$ cat config.mk
export PLATFORM = sky130hd
export DESIGN_NAME = game_move_sequencer_flat
export DESIGN_NICKNAME = d
export VERILOG_FILES = /design/src/rtl/game_move_sequencer_pkg.sv /design/src/rtl/game_move_sequencer_if.sv /design/src/rtl/game_move_sequencer_cmd_fifo.sv /design/src/rtl/game_move_sequencer.sv /design/src/flat_wrapper.sv
export SDC_FILE = /design/constraint.sdc
export NUM_CORES = 1
export LEC_CHECK = 0
export ABC_AREA = 1
export CORE_AREA = 2 2 116 118
export CTS_BUF_LIST = sky130_fd_sc_hd__clkbuf_8 sky130_fd_sc_hd__clkbuf_16
export CTS_CLUSTER_DIAMETER = 50
export DETAILED_ROUTE_END_ITERATION = 6
export DIE_AREA = 0 0 118 120
export DONT_BUFFER_PORTS = 1
export PLACE_DENSITY = 0.38
export SLEW_MARGIN = 15
export SYNTH_ARGS = -nofsm -noshare
export SYNTH_HDL_FRONTEND = slang
export SYNTH_SLANG_ARGS = --single-unit
$ cat constraint.sdc
create_clock -name clk -period 1.9 [get_ports clk]
set_clock_uncertainty 0.1 [all_clocks]
set_input_delay 0.38 -clock clk [delete_from_list [all_inputs] [get_ports clk]]
set_output_delay 0.38 -clock clk [all_outputs]
set_load 0.1 [all_outputs]
$ cat src/rtl/game_move_sequencer_pkg.sv
// Shared types and constants for the game move sequencer: player numbering,
// sequencer FSM states and the queued command payload.
package game_move_sequencer_pkg;

  localparam int unsigned PLAYER_W    = 3;
  localparam int unsigned MOVE_W      = 3;
  localparam int unsigned NUM_PLAYERS = 6;
  localparam int unsigned LOSS_BIT    = 3;

  localparam logic [PLAYER_W-1:0] PLAYER_NONE = 3'd0;

  typedef enum logic [1:0] {
    ST_IDLE,
    ST_SETUP,
    ST_STROBE,
    ST_HOLD
  } seq_state_e;

  typedef struct packed {
    logic [PLAYER_W-1:0] player;
    logic [MOVE_W-1:0]   move;
  } cmd_t;

  function automatic logic is_legal_player(input logic [PLAYER_W-1:0] p);
    return (p != PLAYER_NONE) && (p <= PLAYER_W'(NUM_PLAYERS));
  endfunction

  // Player n (1-based) maps to strobe bit n-1; anything else yields all zeros.
  function automatic logic [NUM_PLAYERS-1:0] player_onehot(input logic [PLAYER_W-1:0] p);
    logic [NUM_PLAYERS-1:0] v;
    v = '0;
    for (int unsigned i = 0; i < NUM_PLAYERS; i++) begin
      if (p == PLAYER_W'(i + 1)) v[i] = 1'b1;
    end
    return v;
  endfunction

endpackage

$ cat src/rtl/game_move_sequencer_if.sv
// Command handshake between a command source and the game move sequencer.
interface game_move_sequencer_if;
  import game_move_sequencer_pkg::*;

  logic                cmd_valid;
  logic                cmd_ready;
  logic [PLAYER_W-1:0] cmd_player;
  logic [MOVE_W-1:0]   cmd_move;

  modport master (output cmd_valid, output cmd_player, output cmd_move, input cmd_ready);
  modport slave  (input cmd_valid, input cmd_player, input cmd_move, output cmd_ready);

endinterface

$ cat src/rtl/game_move_sequencer_cmd_fifo.sv
// Synchronous command FIFO of {player,move} entries with count, full/empty and a
// registered not-full flag used as the upstream ready.
module game_move_sequencer_cmd_fifo
  import game_move_sequencer_pkg::*;
#(
  parameter int unsigned DEPTH = 4
) (
  input  logic                   clk,
  input  logic                   reset,
  input  logic                   i_push,
  input  cmd_t                   i_wr_data,
  input  logic                   i_pop,
  input  logic                   i_flush,
  output cmd_t                   o_rd_data,
  output logic                   o_empty,
  output logic                   o_full,
  output logic [$clog2(DEPTH):0] o_count,
  output logic                   o_ready
);

  localparam int unsigned PTR_W = $clog2(DEPTH);
  localparam int unsigned CNT_W = PTR_W + 1;

  cmd_t             r_mem [DEPTH];
  logic [PTR_W-1:0] r_wr_ptr;
  logic [PTR_W-1:0] r_rd_ptr;
  logic [CNT_W-1:0] r_count;
  logic             r_ready;
  logic [CNT_W-1:0] w_count_next;
  logic             w_push;
  logic             w_pop;

  assign o_full    = (r_count == CNT_W'(DEPTH));
  assign o_empty   = (r_count == '0);
  assign o_count   = r_count;
  assign o_ready   = r_ready;
  assign o_rd_data = r_mem[r_rd_ptr];
  assign w_push    = i_push && !o_full;
  assign w_pop     = i_pop && !o_empty;

  always_comb begin
    w_count_next = r_count;
    if (w_push && !w_pop)      w_count_next = r_count + CNT_W'(1);
    else if (w_pop && !w_push) w_count_next = r_count - CNT_W'(1);
  end

  // Flush behaves like reset on the bookkeeping, so it also overrides a same-cycle push.
  always_ff @(posedge clk) begin
    if (reset || i_flush) begin
      r_wr_ptr <= '0;
      r_rd_ptr <= '0;
      r_count  <= '0;
      r_ready  <= 1'b1;
    end else begin
      if (w_push) r_wr_ptr <= r_wr_ptr + PTR_W'(1);
      if (w_pop)  r_rd_ptr <= r_rd_ptr + PTR_W'(1);
      r_count <= w_count_next;
      r_ready <= (w_count_next != CNT_W'(DEPTH));
    end
  end

  always_ff @(posedge clk) begin
    if (w_push && !i_flush) r_mem[r_wr_ptr] <= i_wr_data;
  end

endmodule

$ cat src/rtl/game_move_sequencer.sv
// Turns queued (player, move) commands into per-player move values plus a one-hot
// player_clk strobe, and latches the first loss reported by the game.
module game_move_sequencer
  import game_move_sequencer_pkg::*;
#(
  parameter int unsigned DEPTH     = 4,
  parameter int unsigned SETUP_CYC = 2,
  parameter int unsigned PULSE_CYC = 1,
  parameter int unsigned HOLD_CYC  = 2
) (
  input  logic                     clk,
  input  logic                     reset,
  game_move_sequencer_if.slave     cmd_if,
  input  logic                     i_flush,
  input  logic [3:0]               i_game_state,
  input  logic [2:0]               i_game_out,
  output logic [MOVE_W-1:0]        o_player1,
  output logic [MOVE_W-1:0]        o_player2,
  output logic [MOVE_W-1:0]        o_player3,
  output logic [MOVE_W-1:0]        o_player4,
  output logic [MOVE_W-1:0]        o_player5,
  output logic [MOVE_W-1:0]        o_player6,
  output logic [NUM_PLAYERS-1:0]   o_player_clk,
  output logic                     o_busy,
  output logic                     o_cmd_err,
  output logic                     o_loss_seen,
  output logic [2:0]               o_loser
);

  localparam int unsigned FIFO_CNT_W = $clog2(DEPTH) + 1;
  localparam int unsigned MAX_SP     = (SETUP_CYC > PULSE_CYC) ? SETUP_CYC : PULSE_CYC;
  localparam int unsigned MAX_CYC    = (MAX_SP > HOLD_CYC) ? MAX_SP : HOLD_CYC;
  localparam int unsigned CNT_W      = $clog2(MAX_CYC + 1);

  seq_state_e             r_state;
  logic [CNT_W-1:0]       r_cnt;
  logic [PLAYER_W-1:0]    r_cur;
  logic [MOVE_W-1:0]      r_player [NUM_PLAYERS];
  logic [NUM_PLAYERS-1:0] r_player_clk;
  logic                   r_busy;
  logic                   r_cmd_err;
  logic                   r_loss_seen;
  logic [2:0]             r_loser;

  cmd_t                   w_wr_cmd;
  cmd_t                   w_head;
  logic                   w_ready;
  logic                   w_full;
  logic                   w_empty;
  logic [FIFO_CNT_W-1:0]  w_count;
  logic                   w_accept;
  logic                   w_legal;
  logic                   w_push;
  logic                   w_pop;
  logic                   w_unused_state;

  assign w_wr_cmd       = {cmd_if.cmd_player, cmd_if.cmd_move};
  assign w_accept       = cmd_if.cmd_valid && w_ready;
  assign w_legal        = is_legal_player(cmd_if.cmd_player);
  assign w_push         = w_accept && w_legal && !w_full;
  assign w_pop          = (r_state == ST_IDLE) && !w_empty;
  assign w_unused_state = ^i_game_state[2:0];

  game_move_sequencer_cmd_fifo #(.DEPTH(DEPTH)) u_fifo (
    .clk       (clk),
    .reset     (reset),
    .i_push    (w_push),
    .i_wr_data (w_wr_cmd),
    .i_pop     (w_pop),
    .i_flush   (i_flush),
    .o_rd_data (w_head),
    .o_empty   (w_empty),
    .o_full    (w_full),
    .o_count   (w_count),
    .o_ready   (w_ready)
  );

  // Phase counter restarts at 1 on each state entry so each phase lasts exactly its *_CYC.
  always_ff @(posedge clk) begin
    if (reset) begin
      r_state      <= ST_IDLE;
      r_cnt        <= '0;
      r_cur        <= PLAYER_NONE;
      r_player_clk <= '0;
      r_busy       <= 1'b0;
      r_cmd_err    <= 1'b0;
      r_loss_seen  <= 1'b0;
      r_loser      <= '0;
      for (int unsigned i = 0; i < NUM_PLAYERS; i++) r_player[i] <= '0;
    end else begin
      r_cmd_err <= w_accept && !w_legal;
      r_busy    <= (r_state != ST_IDLE) || (w_count != '0);
      if (!r_loss_seen && i_game_state[LOSS_BIT]) begin
        r_loss_seen <= 1'b1;
        r_loser     <= i_game_out;
      end
      case (r_state)
        ST_IDLE: begin
          if (!w_empty) begin
            for (int unsigned i = 0; i < NUM_PLAYERS; i++) begin
              if (w_head.player == PLAYER_W'(i + 1)) r_player[i] <= w_head.move;
            end
            r_cur   <= w_head.player;
            r_cnt   <= CNT_W'(1);
            r_state <= ST_SETUP;
          end
        end
        ST_SETUP: begin
          if (r_cnt >= CNT_W'(SETUP_CYC)) begin
            r_player_clk <= player_onehot(r_cur);
            r_cnt        <= CNT_W'(1);
            r_state      <= ST_STROBE;
          end else begin
            r_cnt <= r_cnt + CNT_W'(1);
          end
        end
        ST_STROBE: begin
          if (r_cnt >= CNT_W'(PULSE_CYC)) begin
            r_player_clk <= '0;
            r_cnt        <= CNT_W'(1);
            r_state      <= ST_HOLD;
          end else begin
            r_cnt <= r_cnt + CNT_W'(1);
          end
        end
        ST_HOLD: begin
          if (r_cnt >= CNT_W'(HOLD_CYC)) begin
            r_cnt   <= '0;
            r_state <= ST_IDLE;
          end else begin
            r_cnt <= r_cnt + CNT_W'(1);
          end
        end
        default: r_state <= ST_IDLE;
      endcase
    end
  end

  assign cmd_if.cmd_ready = w_ready;
  assign o_player1    = r_player[0];
  assign o_player2    = r_player[1];
  assign o_player3    = r_player[2];
  assign o_player4    = r_player[3];
  assign o_player5    = r_player[4];
  assign o_player6    = r_player[5];
  assign o_player_clk = r_player_clk;
  assign o_busy       = r_busy;
  assign o_cmd_err    = r_cmd_err;
  assign o_loss_seen  = r_loss_seen;
  assign o_loser      = r_loser;

endmodule
$ cat src/flat_wrapper.sv
// flat-port wrapper written by rule: the top's interface ports become plain ports
module game_move_sequencer_flat import game_move_sequencer_pkg::*;
#(
  parameter int unsigned DEPTH     = 4,
  parameter int unsigned SETUP_CYC = 2,
  parameter int unsigned PULSE_CYC = 1,
  parameter int unsigned HOLD_CYC  = 2
)
  (clk, reset, i_flush, i_game_state, i_game_out, o_player1, o_player2, o_player3, o_player4, o_player5, o_player6, o_player_clk, o_busy, o_cmd_err, o_loss_seen, o_loser, cmd_if_cmd_valid, cmd_if_cmd_player, cmd_if_cmd_move, cmd_if_cmd_ready);
  game_move_sequencer_if cmd_if_i ();
  input  logic clk;
  input  logic reset;
  input  logic i_flush;
  input  logic [3:0] i_game_state;
  input  logic [2:0] i_game_out;
  output logic [MOVE_W-1:0] o_player1;
  output logic [MOVE_W-1:0] o_player2;
  output logic [MOVE_W-1:0] o_player3;
  output logic [MOVE_W-1:0] o_player4;
  output logic [MOVE_W-1:0] o_player5;
  output logic [MOVE_W-1:0] o_player6;
  output logic [NUM_PLAYERS-1:0] o_player_clk;
  output logic o_busy;
  output logic o_cmd_err;
  output logic o_loss_seen;
  output logic [2:0] o_loser;
  input wire logic [$bits(cmd_if_i.cmd_valid)-1:0] cmd_if_cmd_valid;
  input wire logic [$bits(cmd_if_i.cmd_player)-1:0] cmd_if_cmd_player;
  input wire logic [$bits(cmd_if_i.cmd_move)-1:0] cmd_if_cmd_move;
  output wire logic [$bits(cmd_if_i.cmd_ready)-1:0] cmd_if_cmd_ready;
  assign cmd_if_i.cmd_valid = cmd_if_cmd_valid;
  assign cmd_if_i.cmd_player = cmd_if_cmd_player;
  assign cmd_if_i.cmd_move = cmd_if_cmd_move;
  assign cmd_if_cmd_ready = cmd_if_i.cmd_ready;
  game_move_sequencer #(.DEPTH(DEPTH), .SETUP_CYC(SETUP_CYC), .PULSE_CYC(PULSE_CYC), .HOLD_CYC(HOLD_CYC)) u_core (.clk(clk), .reset(reset), .cmd_if(cmd_if_i), .i_flush(i_flush), .i_game_state(i_game_state), .i_game_out(i_game_out), .o_player1(o_player1), .o_player2(o_player2), .o_player3(o_player3), .o_player4(o_player4), .o_player5(o_player5), .o_player6(o_player6), .o_player_clk(o_player_clk), .o_busy(o_busy), .o_cmd_err(o_cmd_err), .o_loss_seen(o_loss_seen), .o_loser(o_loser));
endmodule
==> metrics.md <==
| Metric | Value |
|---|---|
| Fill cell count | 1,374 |
| Die Wd | 118 um |
| Pin count of the biggest net entering global routing | 16 |
| Die ar. | 14,160 sq um |
| Commonest non-fill, non-tap cells in the layout | nand2_1, buf_4, nor2_1, edfxtp_1, inv_1 |
| Hold_ws | 29.04 ps |
| Netlist cell types | 30 |
| Core area | 12,980 sq um |
| Hold Fails Final Rpt | 0 |
| Worst min path class | in -> reg |
| Int Pwr | 0.003684 W |
| First-pass GRT wire length | 10.86 mm |
| ANT cells | 0 |
| Design Area, Final | 4141 sq um |
| Final Non-Filler Cells | 554 |
| Clk network pwr share | 35.9% |
| Syn_area_per_cell | 9.970 sq um |
| Mapped Cells | 317 |
| Startpoint Class | register |
| Worst path slowest cell | dfxtp_1 |
| Mapped Area | 3161 sq um |
| Row cnt | 42 |
| CP arrival | 1700 ps |
| Register area share after synthesis | 58.27% |
| Vias in the first global route | 2,198 |
| Max FO, Critical Path | 5 |
| Clock buffer depth | 2 |
| Post-DR wirelength/cell | 11.91 um |
| CP top delay family | simple AND/OR/NAND/NOR gates |
| Critical path cell sequence | inv_1 -> ha_1 -> buf_4 -> nand2_1 -> nand2_4 -> nor2_4 -> nand2_1 -> o21ai_2 |
| Maxcap violations | 0 |
| Post-DP HPWL | 5.020 mm |
| RSZ-0062 raised after global routing | true |
| Slew of the pin with the lowest slew margin | 487.9 ps |
| CP bufs+invs | 2 |
| Max Clk Rate | 565.1 MHz |
| Setup Buffers After CTS | 0 |
| Slowest stage delay, CP | 330 ps |
| Starting DRT DRC Count | 92 |
| Final setup vio count | 0 |
| Mux share of post-synthesis cell area | 0% |
| GRT overflow | 0 |
| Lkg Pwr | 1.691 nW |
| Root buffer cell | clkbuf_16 |
| Nets | 406 |
| CTS tree | done |
| Critical Path End Type | register |
| Placed Cells | 537 |
| Critical path class | reg -> reg |
| Drt via density | 3.993 |
| Outcome | finished clean |
| Req. time, crit path | 1830 ps |
| Adder-Cell Fraction of Synth Area | 6.334% |
| YS warnings | 0 |
| Reg clk slew, reported paths | 60 ps |
| Clock buffer count from CTS | 9 |
| Cell Pwr Density | 1366 nW/um^2 |
| Sw Ratio | 34.85% |
| Share of cells above drive strength 1 | 27.51% |
| Sw Pwr | 0.001971 W |
| DIE HEIGHT | 120 um |
| CTS Sinks | 71 |
| DR pass1 iterations | 4 |
| Placed cell area | 3729 sq um |
| Xor/xnor share of the synthesized area | 0.2771% |
| Remaining DRCs | 0 |
| Max rail drop VDD | 454.2 uV |
| Largest family of logic cells by synthesized area | simple AND/OR/NAND/NOR gates |
| Rel. slew slack | 67.28% |
| Setup TNS | 0 ps |
| Routability cong. | 0.7254 |
| Simple-gate share of the synthesized area | 22.17% |
| FF+latch count, synth | 71 |
| Cell mode on critical path | nand2_1 |
| Routed wire length | 6.598 mm |
| Compound-gate portion of the synthesized area | 7.720% |
| Tmin final | 1770 ps |
| Initial antenna violation count | 0 |
| Combinational power share | 30.8% |
| Final Max Slew Viols | 0 |
| Final Cycle Share | 93.14% |
| Overall Global Routing Usage | 10.19% |
| Vias | 2,212 |
| PortBufs | 0 |
| Area Growth Syn to Fin | 31.04% |
| Post-route ant nets | 0 |
| Commonest non-fill, non-tap cell in the layout | nand2_1 |
| Initial Util | 24.35% |
| # H-tree levels | 3 |
| Seq pwr share | 33.2% |
| I/O pins | 48 |
| Net Count, Synth | 350 |
| Clk_lat worst skew | 340 ps |
[flip-flops by register name (all words and copies together), names as in the netlist, named ones only]
| register | flops |
|---|---|
| u_core.o_busy | 1 |
| u_core.o_cmd_err | 1 |
| u_core.o_loser | 3 |
| u_core.o_loss_seen | 1 |
| u_core.o_player_clk | 6 |
| u_core.r_cnt | 2 |
| u_core.r_cur | 3 |
| u_core.r_player | 18 |
| u_core.r_state | 2 |
| u_core.u_fifo.o_count | 3 |
| u_core.u_fifo.o_ready | 1 |
| u_core.u_fifo.r_mem | 24 |
| u_core.u_fifo.r_rd_ptr | 2 |
| u_core.u_fifo.r_wr_ptr | 2 |
[layer usage]
layer	global-route usage, %	vias to the layer above	share of wire (%)	routed length [um]
li1	-	1172	-	-
met1	11.82	990	47	3118
met2	15.95	37	45	2948
met3	3.232	13	4.8	319
met4	7.229	0	3.2	211
met5	0	-	0	0
[power groups by stage]
stage | Sequential [W] | Clock, W | Combinational, W
floorplan | 0.00246 | 0 | 0.000753
global placement | 0.00191 | 0 | 0.00173
detailed placement | 0.00191 | 0 | 0.00174
CTS | 0.00188 | 0.00210 | 0.00175
global route | 0.00190 | 0.00216 | 0.00194
finish | 0.00188 | 0.00203 | 0.00174
[path summary, 6_finish.rpt]
kind | from | to | slack (ps) | depth (start not counted)
setup / recovery | u_core.u_fifo.o_count[0]$_SDFF_PP0_ | u_core.r_player[0][12]$_SDFFCE_PN0P_ | 130 | 8
hold / removal | reset | u_core.o_cmd_err$_SDFF_PP0_ | 30 | 1
setup reg to reg | u_core.u_fifo.o_count[0]$_SDFF_PP0_ | u_core.r_player[0][12]$_SDFFCE_PN0P_ | 130 | 8
hold reg to reg | u_core.u_fifo.r_rd_ptr[0]$_SDFFE_PP0P_ | register | 410 | 2
[synthesized netlist by cell type (all sizes together)]
cell type / instances / area share [%]
nand2: 62 / 8.2
nor2: 51 / 7.1
edfxtp: 42 / 40
inv: 34 / 4.1
dfxtp: 29 / 18
nand3: 22 / 4.8
a21oi: 20 / 3.2
o21ai: 20 / 3.2
ha: 16 / 6.3
nand4: 6 / 1.6
a32o: 3 / 0.95
buf: 2 / 0.59
clkbuf: 2 / 0.24
clkinv: 2 / 0.28
nor3: 2 / 0.32
a21o: 1 / 0.24
a31oi: 1 / 0.20
or2: 1 / 0.20
xor2: 1 / 0.28
[cell families after synthesis]
group                      count (synthesis)
buffers and inverters                     40
and+or+nand+nor                          144
AOI/OAI and AO/OA                         45
DFF                                       71
xor gates and xnor gates                   1
adders and majority gates                 16
[stage by stage]
| stage | total power [W] | setup WS [ps] | utilization [%] |
|---|---|---|---|
| 6_report | 0.005655 | 130.4 | 31.91 |
| 5_1_grt | 0.005992 | -8.941 | 31.91 |
| 4_1_cts | 0.005725 | 2.505 | 31.63 |
| 3_5_place_dp | 0.003651 | -25.86 | 28.73 |
| 3_3_place_gp | 0.003642 | -8.248 | 28.73 |
| 2_1_floorplan | 0.003210 | -34.16 | - |
[cell type report]
class                           instances  area (sq um)  share of cell area [%]
Clock buffer                            9         225.2                   5.438
Clock inverter                          7         136.4                   3.293
Inverter                               36         141.4                   3.414
Multi-Input combinational cell        206          1194                   28.82
Sequential cell                        71          1847                   44.59
Tap cell                              176         220.2                   5.317
Timing Repair Buffer                   49         377.9                   9.124
[worst reg2reg max path, delay by kind of cell (launching register included)]
family                     cells  cell delay [ps]
AOI/OAI and AO/OA              1              220
adders and majority gates      1              210
buffers and inverters          2              200
DFF                            1              330
and+or+nand+nor                4              420
[repair_timing]
item | in CTS | in global routing
hold buffers | 1 | 0
endpoints found under the setup margin | 6 | 43
gates resized for setup | 1 | 12
endpoints found under the hold margin | 3 | 0
Power figures use the tool's default switching activity.
